`config.mk`:
```
export PLATFORM = sky130hd
export DESIGN_NAME = onehot_decoder
export DESIGN_NICKNAME = d
export VERILOG_FILES = /design/src/rtl/onehot_decoder_pkg.sv /design/src/rtl/onehot_decoder_dec.sv /design/src/rtl/onehot_decoder.sv
export SDC_FILE = /design/constraint.sdc
export NUM_CORES = 1
export LEC_CHECK = 0
export CAP_MARGIN = 20
export CORE_MARGIN = 5
export CORE_UTILIZATION = 38
export CTS_BUF_LIST = sky130_fd_sc_hd__clkbuf_8
export CTS_CLUSTER_DIAMETER = 50
export DETAILED_ROUTE_END_ITERATION = 8
export GPL_TIMING_DRIVEN = 0
export PLACE_DENSITY = 0.63
export SYNTH_ARGS = -nofsm -noshare
export SYNTH_HDL_FRONTEND = slang
export SYNTH_SLANG_ARGS = --single-unit
```
`constraint.sdc`:
```
create_clock -name clk -period 2.4 [get_ports clk]
set_input_delay 0.48 -clock clk [delete_from_list [all_inputs] [get_ports clk]]
set_output_delay 0.48 -clock clk [all_outputs]
set_load 0.03 [all_outputs]
```
`src/rtl/onehot_decoder_pkg.sv`:
```
// rtl/onehot_decoder_pkg.sv - shared constants and types for the one-hot decoder
//
// Purpose : default widths, occupancy state type and beat counter width.
// Ports   : none (package).
// Optional: ONEHOT_DECODER_COUNT_EN uses CNT_W for the beat_cnt port.

package onehot_decoder_pkg;

   localparam int IDX_W_DEF = 3;
   localparam int OUT_W_DEF = 8;
   localparam int CNT_W     = 16;

   // Number of beats currently held (output register plus skid entry).
   typedef enum logic [1:0] {
      EMPTY = 2'd0,
      ONE   = 2'd1,
      TWO   = 2'd2
   } occ_e;

endpackage

```
`src/rtl/onehot_decoder_dec.sv`:
```
// rtl/onehot_decoder_dec.sv - combinational index to one-hot conversion with range flag
//
// Purpose : onehot_out[i] = (idx_in == i); in_range_out = (idx_in < OUT_W).
//           An out-of-range index yields an all-zero vector.
// Ports   : idx_in       - encoded index
//           onehot_out   - decoded one-hot vector
//           in_range_out - index addresses a real output bit

module onehot_dec #(
   parameter int IDX_W = 3,
   parameter int OUT_W = 8
) (
   input  logic [IDX_W-1:0] idx_in,
   output logic [OUT_W-1:0] onehot_out,
   output logic             in_range_out
);

   always_comb begin
      onehot_out = '0;
      for (int i = 0; i < OUT_W; i++) begin
         onehot_out[i] = (32'(idx_in) == 32'(i));
      end
   end

   assign in_range_out = (32'(idx_in) < 32'(OUT_W));

endmodule

```
`src/rtl/onehot_decoder.sv`:
```
// rtl/onehot_decoder.sv - registered index-to-one-hot decoder with 2-entry skid buffer
//
// Purpose : decodes encoded_in into a one-hot data_out behind a valid/ready
//           handshake on both sides. Out-of-range indices are consumed,
//           dropped and flagged with a one-cycle err_out pulse.
// Ports   : clk, rst_n (synchronous, active-low)
//           encoded_in, valid_in, ready_out  - upstream handshake
//           data_out, valid_out, ready_in    - downstream handshake
//           err_out                          - out-of-range beat consumed
//           beat_cnt (ONEHOT_DECODER_COUNT_EN only) - output transfers since reset
// Optional: macro ONEHOT_DECODER_COUNT_EN adds the beat_cnt port and counter.

module onehot_decoder
   import onehot_decoder_pkg::*;
#(
   parameter int IDX_W = IDX_W_DEF,
   parameter int OUT_W = OUT_W_DEF
) (
   input  logic             clk,
   input  logic             rst_n,
   input  logic [IDX_W-1:0] encoded_in,
   input  logic             valid_in,
   output logic             ready_out,
   output logic [OUT_W-1:0] data_out,
   output logic             valid_out,
   input  logic             ready_in,
   output logic             err_out
`ifdef ONEHOT_DECODER_COUNT_EN
   ,
   output logic [CNT_W-1:0] beat_cnt
`endif
);

   // With a full index space every index is legal and err_out never fires.
   localparam bit ERR_POSSIBLE = (OUT_W < (1 << IDX_W));

   occ_e             state_q, state_d;
   logic [IDX_W-1:0] skid_q, skid_d;
   logic [OUT_W-1:0] data_q, data_d;
   logic             err_q, err_d;

   logic [IDX_W-1:0] dec_idx;
   logic [OUT_W-1:0] dec_onehot;
   logic             dec_in_range;
   logic             take;
   logic             take_ok;
   logic             xfer;

   // The skid entry only competes for the decoder in TWO, where no input is
   // accepted, so a single decoder serves both load paths. Only in-range
   // indices ever reach the skid register.
   assign dec_idx = (state_q == TWO) ? skid_q : encoded_in;

   onehot_dec #(
      .IDX_W (IDX_W),
      .OUT_W (OUT_W)
   ) u_dec (
      .idx_in       (dec_idx),
      .onehot_out   (dec_onehot),
      .in_range_out (dec_in_range)
   );

   assign ready_out = rst_n && (state_q != TWO);
   assign valid_out = (state_q != EMPTY);
   assign data_out  = data_q;
   assign err_out   = err_q;

   assign take    = valid_in && ready_out;
   assign take_ok = take && dec_in_range;
   assign xfer    = valid_out && ready_in;

   always_comb begin
      state_d = state_q;
      skid_d  = skid_q;
      data_d  = data_q;
      err_d   = ERR_POSSIBLE ? (take && !dec_in_range) : 1'b0;
      case (state_q)
         EMPTY: begin
            if (take_ok) begin
               state_d = ONE;
               data_d  = dec_onehot;
            end
         end
         ONE: begin
            if (take_ok && xfer) begin
               data_d = dec_onehot;
            end else if (take_ok) begin
               state_d = TWO;
               skid_d  = encoded_in;
            end else if (xfer) begin
               state_d = EMPTY;
               data_d  = '0;
            end
         end
         TWO: begin
            if (xfer) begin
               state_d = ONE;
               data_d  = dec_onehot;
            end
         end
         default: begin
            state_d = EMPTY;
            data_d  = '0;
         end
      endcase
   end

   always_ff @(posedge clk) begin
      if (!rst_n) begin
         state_q <= EMPTY;
         skid_q  <= '0;
         data_q  <= '0;
         err_q   <= 1'b0;
      end else begin
         state_q <= state_d;
         skid_q  <= skid_d;
         data_q  <= data_d;
         err_q   <= err_d;
      end
   end

`ifdef ONEHOT_DECODER_COUNT_EN
   logic [CNT_W-1:0] cnt_q, cnt_d;

   // Wraps naturally at 2**CNT_W.
   always_comb begin
      cnt_d = cnt_q;
      if (xfer) begin
         cnt_d = cnt_q + CNT_W'(1);
      end
   end

   always_ff @(posedge clk) begin
      if (!rst_n) begin
         cnt_q <= '0;
      end else begin
         cnt_q <= cnt_d;
      end
   end

   assign beat_cnt = cnt_q;
`endif

endmodule

```
After elaboration in Yosys (flattened, before gate mapping)
Index checks and enable logic that the tools add are counted.
{"block": "totals", "regBits": 13, "input_bits": 7, "output_inout_bits": 11, "word_cells": 43}
{"block": "op_classes", "eq_ne": 16, "n_mux": 13, "bitwise": 1, "n_reduce_logical": 10}
{"cell": "2-to-1 mux 8 bit", "n": 5}
{"cell": "one-hot mux 8 bit (3 select lines)", "n": 1}
{"cell": "equality test 3 bit (second input constant)", "n": 4}
{"cell": "2-to-1 mux 2 bit", "n": 5}
{"cell": "!= test 3 bit (second input constant)", "n": 3}
{"cell": "!= test 2 bit (second input constant)", "n": 4}
{"cell": "AND reduction 4 bit", "n": 2}
{"cell": "equality test 3 x 2 -> 1 bit (second input constant)", "n": 2}
{"cell": "one-hot mux 2 bit (3 select lines)", "n": 1}
{"cell": "logical AND 1 bit", "n": 4}
{"cell": "equality test 3 x 1 -> 1 bit (second input constant)", "n": 1}
{"cell": "logical NOT 3 bit", "n": 1}
{"cell": "2-to-1 mux 3 bit", "n": 1}
{"cell": "AND reduction 3 bit", "n": 1}
{"cell": "equality test 2 x 1 -> 1 bit (second input constant)", "n": 1}
{"cell": "equality test 2 bit (second input constant)", "n": 1}
{"cell": "logical NOT 2 bit", "n": 1}
{"cell": "nonzero test 2 bit", "n": 1}
{"cell": "NOT 1 bit", "n": 1}

Depth between registers and ports, before layout
Gate-level depths: netlist (run 1).
{"block": "logic_depth", "depth_word": 6, "mapped_depth": 5, "mapped_depth_nobuf": 4}

Modules after synthesis
A second synthesis (run 1) with hierarchy kept.
{"block": "unflattened", "hier_cells": 62, "area_unflattened_um2": 679.4}
{"module": "onehot_decoder", "n_inst": 1, "cells_per_inst": 52, "area_per_inst_um2": 603.1, "seq_area_each_um2": 260.2}
{"module": "onehot_dec", "n_inst": 1, "cells_per_inst": 10, "area_per_inst_um2": 76.3, "seq_area_each_um2": 0.0}

Worst setup path after synthesis (run 1)
OpenSTA, ideal clock, no wires.
{"block": "synth_path", "path_type": "reg-to-output", "start": "reg state_q[1]", "end": "out valid_out", "t_arrival_ns": 0.946, "required_time_ns": 1.920, "setup_slack_ns": 0.974, "stages_incl_launch_ff": 3, "path_buffers": 1, "cell_sequence": "dfxtp_1 -> clkbuf_1 -> or2_2"}
{"block": "synth_between", "elab_chain_len": 1}
{"element": "from (decl)", "line": "onehot_decoder.sv:37", "rtl": "occ_e state_q, state_d;"}
{"element": "from (signal assigned)", "line": "onehot_decoder.sv:115", "rtl": "state_q <= state_d;"}
{"element": "nonzero test 2 bit", "line": "onehot_decoder.sv:64", "rtl": "assign valid_out = (state_q != EMPTY);"}
{"element": "to (decl)", "line": "onehot_decoder.sv:25", "rtl": "output logic valid_out,"}
Every way passes these cells.

Worst setup path after layout (run 1)
{"block": "layout_path", "start": "in rst_n", "end": "out ready_out"}
{"block": "layout_between", "elab_chain_len": 1}
{"element": "from (decl)", "line": "onehot_decoder.sv:20", "rtl": "input logic rst_n,"}
{"element": "logical AND 1 bit", "line": "onehot_decoder.sv:63", "rtl": "assign ready_out = rst_n && (state_q != TWO);"}
{"element": "to (decl)", "line": "onehot_decoder.sv:23", "rtl": "output logic ready_out,"}
Every way passes these cells.

==> impl_metrics.py, run 1 <==
metrics = {
    "layout": {
        "syn2layout_area_growth_pct": 36.64,
        "final_area_um2": 844.6,
        "drive_gt1_share_pct": 10.75,
        "fill_cells": 151,
        "post-route-util_pct": 55.42,
        "final_nets": 101,
        "final_cells": 109,
        "antenna-diode-count": 0,
    },
    "timing": {
        "setup_ws_ns": 0.07867,
        "finalMaxSlewViolations": 0,
        "rsz0062_at_grt": "false",
        "period_minus_slack_ns": 2.321,
        "setup_viol": 0,
        "skew_ns": 0.003099,
        "worst_hold_slack_ns": 0.4447,
        "hold_violations": 0,
        "tns_ns": 0,
        "clock.fmax_ghz": 0.4308,
        "finalCritPeriodShare_pct": 96.72,
    },
    "status": {
        "status": "completed",
    },
    "grt": {
        "antenna_found_initial": 0,
        "grt.total_usage_pct": 11.33,
        "grt_max_degree": 11,
        "grt_pass1_wl_mm": 2.249,
        "grt_pass1_vias": 508,
        "grt_overflow": 0,
    },
    "detailed_routing": {
        "vias": 558,
        "dr.pass1.iters": 4,
        "viasPerCell": 5.119,
        "wl_per_cell_um": 12.24,
        "drc": 0,
        "drt_wl_total_mm": 1.334,
        "antenna_left": 0,
        "drt_iter0_markers": 16,
    },
    "placement": {
        "place_inst": 105,
        "dp_hpwl_mm": 1.000,
        "io_buffers": 16,
        "place_ws_ns": 0.08514,
        "place_congestion": 0.7211,
        "placed_cell_area_um2": 798.3,
    },
    "synth": {
        "syn_area_um2": 618.1,
        "synth.distinct_cells": 28,
        "yosysTopAreaCellShare_pct": 42.11,
        "postSynthAreaPerCell_um2": 8.467,
        "synth.area.top_cells": "dfxtp_1, mux2i_1, nand2_1",
        "synth_sequential_area_ratio_pct": 42.11,
        "syn-num-nets": 80,
        "yosysTopAreaCell": "dfxtp_1",
        "synth_cells": 73,
        "yosys_warnings": 0,
        "synth-seq-cells": 13,
    },
    "power_and_ir_drop": {
        "p_int_mw": 0.3776,
        "p_comb_share_pct": 18.0,
        "p_per_area_nw_per_um2": 598.7,
        "power_mw": 0.5057,
        "swShare_pct": 25.32,
        "seqPwrFrac_pct": 44.8,
        "clockPowerShare_pct": 37.2,
        "ir_worst_vdd_uv": 351.4,
        "p_leak_nw": 0.3470,
        "switchingPower_mw": 0.1280,
    },
    "cts": {
        "clock_latency_ns": 0.24,
        "clkTransAtPathRegs_ns": 0.05,
        "h-tree-depth": 1,
        "cts_tree": "built",
        "root_buffer": "clkbuf_8",
        "cts_sinks": 13,
        "clk_path_buf_depth": 2,
        "cts_buffers": 3,
    },
    "critical_path": {
        "worstPathCellList": "clkdlybuf4s50_1, and2_1, clkdlybuf4s50_1",
        "crit_required_ns": 1.92,
        "endpoint_kind": "primary output",
        "slowest_delay_ns": 0.66,
        "cp_max_fo": 5,
        "critical_path.most_common_cell": "clkdlybuf4s50_1",
        "slowest_stage": "clkdlybuf4s50_1",
        "startpoint_type": "input port",
        "cp_top_family": "buffers and inverters",
        "worst-path-buf-inv": 2,
        "crit_arrival_ns": 1.84,
        "path_class": "in2out",
    },
    "floorplanning": {
        "core_um2": 1524,
        "dieWidth_um": 50.33,
        "die_y_um": 50.33,
        "start_util_pct": 40.56,
        "io_pins": 18,
        "die_area_um2": 2533,
        "rows": 14,
    },
    "hold_path": {
        "hold_class": "reg2reg",
    },
    "job": {
        "drv_cap": 0,
    },
}
## synthesized netlist by cell type
| cell type | number |
|---|---|
| o21ai_1 | 5 |
| and2_1 | 1 |
| a32oi_1 | 1 |
| nand3b_1 | 1 |
| conb_1 | 1 |
| o311a_1 | 1 |
| nor2_1 | 8 |
| nand2b_1 | 1 |
| a211oi_1 | 1 |
| nor3b_1 | 1 |
| a21oi_1 | 3 |
| nand3_1 | 2 |
| inv_1 | 1 |
| nand2b_4 | 1 |
| dfxtp_1 | 13 |
| buf_4 | 1 |
| nand2_1 | 10 |
| or3b_4 | 1 |
| or2_2 | 1 |
| buf_6 | 1 |
| mux2_4 | 1 |
| clkbuf_1 | 1 |
| nor3_1 | 1 |
| mux2i_1 | 4 |
| a31oi_1 | 1 |
| o21ai_0 | 5 |
| o22a_1 | 1 |
| nor2b_1 | 4 |
## power by group through the flow
stage	clock network, mW	logic (mW)	registers, mW
2_1_floorplan	0	0.0491	0.238
3_3_place_gp	0	0.0898	0.231
3_5_place_dp	0	0.0905	0.231
4_1_cts	0.194	0.0910	0.226
5_1_grt	0.212	0.0986	0.227
6_report	0.188	0.0909	0.226
## cell type report
class | count | area (um2) | area share (%)
buffer | 3 | 23.77 | 2.815
clock buffer | 3 | 41.29 | 4.889
clock inverter | 1 | 3.754 | 0.4444
inverter | 1 | 3.754 | 0.4444
multi-input combinational | 56 | 331.6 | 39.26
sequential | 13 | 260.3 | 30.81
tap | 16 | 20.02 | 2.370
timing repair buffer | 16 | 160.2 | 18.96
## sequential cells by signal, summed over array words and instances (netlist names)
register	flops
data_out	8
skid_q	3
state_q	2
## tightest hold or removal path: stages (launching register included)
cell	delay, ns
dfxtp_1	0.30
nand2_1	0.05
o21ai_1	0.05
## cells by family after synthesis
family / count (synthesis) / share of synthesized area (%)
AND/OR/NAND/NOR: 32 / 26.92
AO/OA/AOI/OAI: 18 / 17.21
flip-flops: 13 / 42.11
multiplexers: 5 / 8.906
buffers and inverters: 4 / 4.250
other: 1 / 0.6067
## cells in the final DEF (no fill, tap or decap), drive strengths merged
cell,instances
a211oi,1
a21oi,3
a31oi,1
a32oi,1
and2,1
buf,2
clkbuf,4
clkdlybuf4s50,16
conb,1
dfxtp,13
inv,2
mux2,1
mux2i,4
nand2,10
nand2b,2
nand3,2
nand3b,1
nor2,8
nor2b,4
nor3,1
nor3b,1
o21ai,10
o22a,1
o311a,1
or2,1
or3b,1
## routing by layer
metal	share of wire, %	GRT usage [%]	up-vias
met1	48	15.54	253
met4	0.90	5.106	0
li1	-	-	290
met3	6.1	2.959	2
met5	0	0	-
met2	45	16.53	13
## final timing paths
check | start | endpoint | slack, ns | cells past startpoint
max | rst_n | ready_out | 0.08 | 3
min reg2reg | data_out[0] | data_out[0] | 0.44 | 2
min | data_out[0] | data_out[0] | 0.44 | 2
max reg2reg | state_q[0] | data_out[4] | 0.89 | 5
## what timing repair did
| item | in CTS | in global routing |
|---|---|---|
| buffers inserted | 0 | 0 |
| gates resized for setup | 0 | 2 |
| endpoints found under the setup margin | 0 | 1 |
| hold buffers | 0 | 0 |
Power figures use the tool's default switching activity.
==> inputs of run 2 (changes only) <==
Settings changed: PLACE_DENSITY 0.63 to 0.62, SYNTH_HIERARCHICAL set to 1.
==> impl_metrics.py, run 2 <==
metrics = {
    "layout": {
        "final_cells": 107,
        "syn2layout_area_growth_pct": 34.62,
        "antenna-diode-count": 0,
        "final_common_cell": "clkdlybuf4s50_1",
        "multi_input_area_um2": 392.9,
        "final_nets": 90,
        "largest_reg_flops": 8,
        "seq_area_um2": 260.3,
        "final_area_um2": 914.6,
        "layout_common_cells": "clkdlybuf4s50_1, dfxtp_1, a22o_1",
        "drive_gt1_share_pct": 25.61,
        "post-route-util_pct": 53.55,
        "fill_cells": 156,
    },
    "timing": {
        "setup_viol": 0,
        "worst_hold_slack_ns": 0.4723,
        "skew_ns": 0.001045,
        "tns_ns": 0,
        "finalMaxSlewViolations": 0,
        "period_minus_slack_ns": 2.236,
        "rsz0062_at_grt": "false",
        "hold_violations": 0,
        "clock.fmax_ghz": 0.4471,
        "finalCritPeriodShare_pct": 93.18,
    },
    "placement": {
        "place_congestion": 0.6764,
        "place_inst": 103,
        "dp_hpwl_um": 941.6,
        "placed_cell_area_um2": 870.8,
        "io_buffers": 16,
    },
    "hold_path": {
        "whs_path_depth": 1,
        "hold_class": "reg2reg",
    },
    "critical_path": {
        "endpoint_kind": "primary output",
        "cp_max_fo": 9,
        "crit_required_ns": 1.92,
        "startpoint_type": "input port",
        "r2r_cells": 4,
        "crit_arrival_ns": 1.76,
        "path_class": "in2out",
    },
    "synth": {
        "yosysTopAreaCell": "dfxtp_1",
        "synth_edf_count": 0,
        "synth.area.top_cells": "dfxtp_1, a22o_1, mux2i_1",
        "yosys_warnings": 6,
        "synth_sequential_area_ratio_pct": 38.31,
        "yosysTopAreaCellShare_pct": 38.31,
        "yosysMostFrequentCell": "dfxtp_1",
        "synth-seq-cells": 13,
        "synth_cells": 62,
        "synth.distinct_cells": 27,
        "postSynthAreaPerCell_um2": 10.96,
        "syn_area_um2": 679.4,
        "ys.flop_type": "dfxtp_1",
        "synthTopCellsByCount": "dfxtp_1, a22o_1, mux2i_1",
        "synthArstFlopShare_pct": 0,
        "syn-num-nets": 69,
    },
    "status": {
        "status": "completed",
    },
    "detailed_routing": {
        "viasPerCell": 4.925,
        "drt_iter0_markers": 5,
        "vias": 527,
        "drc": 0,
        "drt_wl_total_mm": 1.281,
        "antenna_left": 0,
        "wl_per_cell_um": 11.97,
        "dr.pass1.iters": 4,
    },
    "cts": {
        "clock_latency_ns": 0.24,
        "root_buffer": "clkbuf_8",
        "clk_path_buf_depth": 2,
        "cts_buffers": 3,
        "clkTransAtPathRegs_ns": 0.05,
        "h-tree-depth": 1,
        "post_cts_buffers": 0,
        "cts_tree": "built",
        "cts_sinks": 13,
    },
    "grt": {
        "grt_overflow": 0,
        "grt_max_degree": 10,
        "grt_pass1_vias": 455,
        "antenna_found_initial": 0,
        "grt.total_usage_pct": 10.53,
        "grt_pass1_wl_mm": 2.125,
    },
    "job": {
        "drv_cap": 0,
    },
    "floorplanning": {
        "start_util_pct": 39.78,
        "core_um2": 1708,
        "rows": 15,
        "die_area_um2": 2734,
        "dieWidth_um": 52.29,
        "io_pins": 18,
        "die_y_um": 52.29,
    },
    "power_and_ir_drop": {
        "ir_worst_vdd_uv": 349.4,
        "p_per_area_nw_per_um2": 535.1,
        "p_leak_nw": 0.3458,
    },
}
==> run 2: cell count changes after synthesis, moves of 3 or more <==
cell	change
a22o_1	+8
and3b_2	+3
nand2_1	-8
o21ai_1	-5
nor2_1	-7
o21ai_0	-4
mux2_2	+3
==> run 2: path summary, 6_finish.rpt <==
kind / from / to / slack [ns]
worst max-delay path: rst_n / ready_out / 0.16
worst min-delay path: data_out[4] / data_out[4] / 0.47
worst max register to register: state_q[0] / data_out[6] / 0.77
worst min register to register: data_out[4] / data_out[4] / 0.47
==> run 2: area by class of cell <==
type | instances | share of cell area (%)
Sequential cell | 13 | 28.45
Timing Repair Buffer | 16 | 17.37
Buffer | 3 | 2.873
Clock inverter | 1 | 0.4104
Tap cell | 25 | 3.420
Clock buffer | 3 | 4.514
Multi-Input combinational cell | 46 | 42.95
==> run 2: stage by stage <==
| stage | setup slack (ns) | total power, mW |
|---|---|---|
| 2_1_floorplan | 0.9177 | 0.2778 |
| 3_3_place_gp | -0.1264 | 0.3071 |
| 3_5_place_dp | -0.1176 | 0.3078 |
| 4_1_cts | 0.1459 | 0.4953 |
| 5_1_grt | 0.09969 | 0.5145 |
| 6_report | 0.1636 | 0.4895 |
==> run 2: kinds of logic (layout without fill, tap and decap cells) <==
family	count (synthesis)	in the layout	share of synthesized area, %
DFF	13	13	38.31
buffers and inverters	3	23	3.867
muxes	7	7	10.87
and+or+nand+nor	22	22	26.15
AOI/OAI and AO/OA	15	15	19.70
other	2	2	1.105
==> run 2: per-layer routing <==
metal,GRT usage [%],share of wire [%]
met1,13.47,48
met2,15.70,46
met3,3.419,5.5
met4,5.106,1.2
met5,0,0
==> run 2: critical path, stage by stage <==
cell and delay (ns):
dlygate4sd2_1 0.41, and2_2 0.21, clkdlybuf4s50_1 0.66
==> run 2: what timing repair did <==
action / in CTS / in global routing
hold buffers: 0 / 0
gates resized for setup: 1 / 0
endpoints found under the setup margin: 1 / 0
endpoints found under the hold margin: 0 / 0
==> run 2: where the power goes <==
group          internal [mW]  switching [mW]  total, mW
sequential             0.220         0.00346      0.224
combinational         0.0387          0.0396     0.0783
clock                  0.113          0.0747      0.187
total                  0.372           0.118      0.489
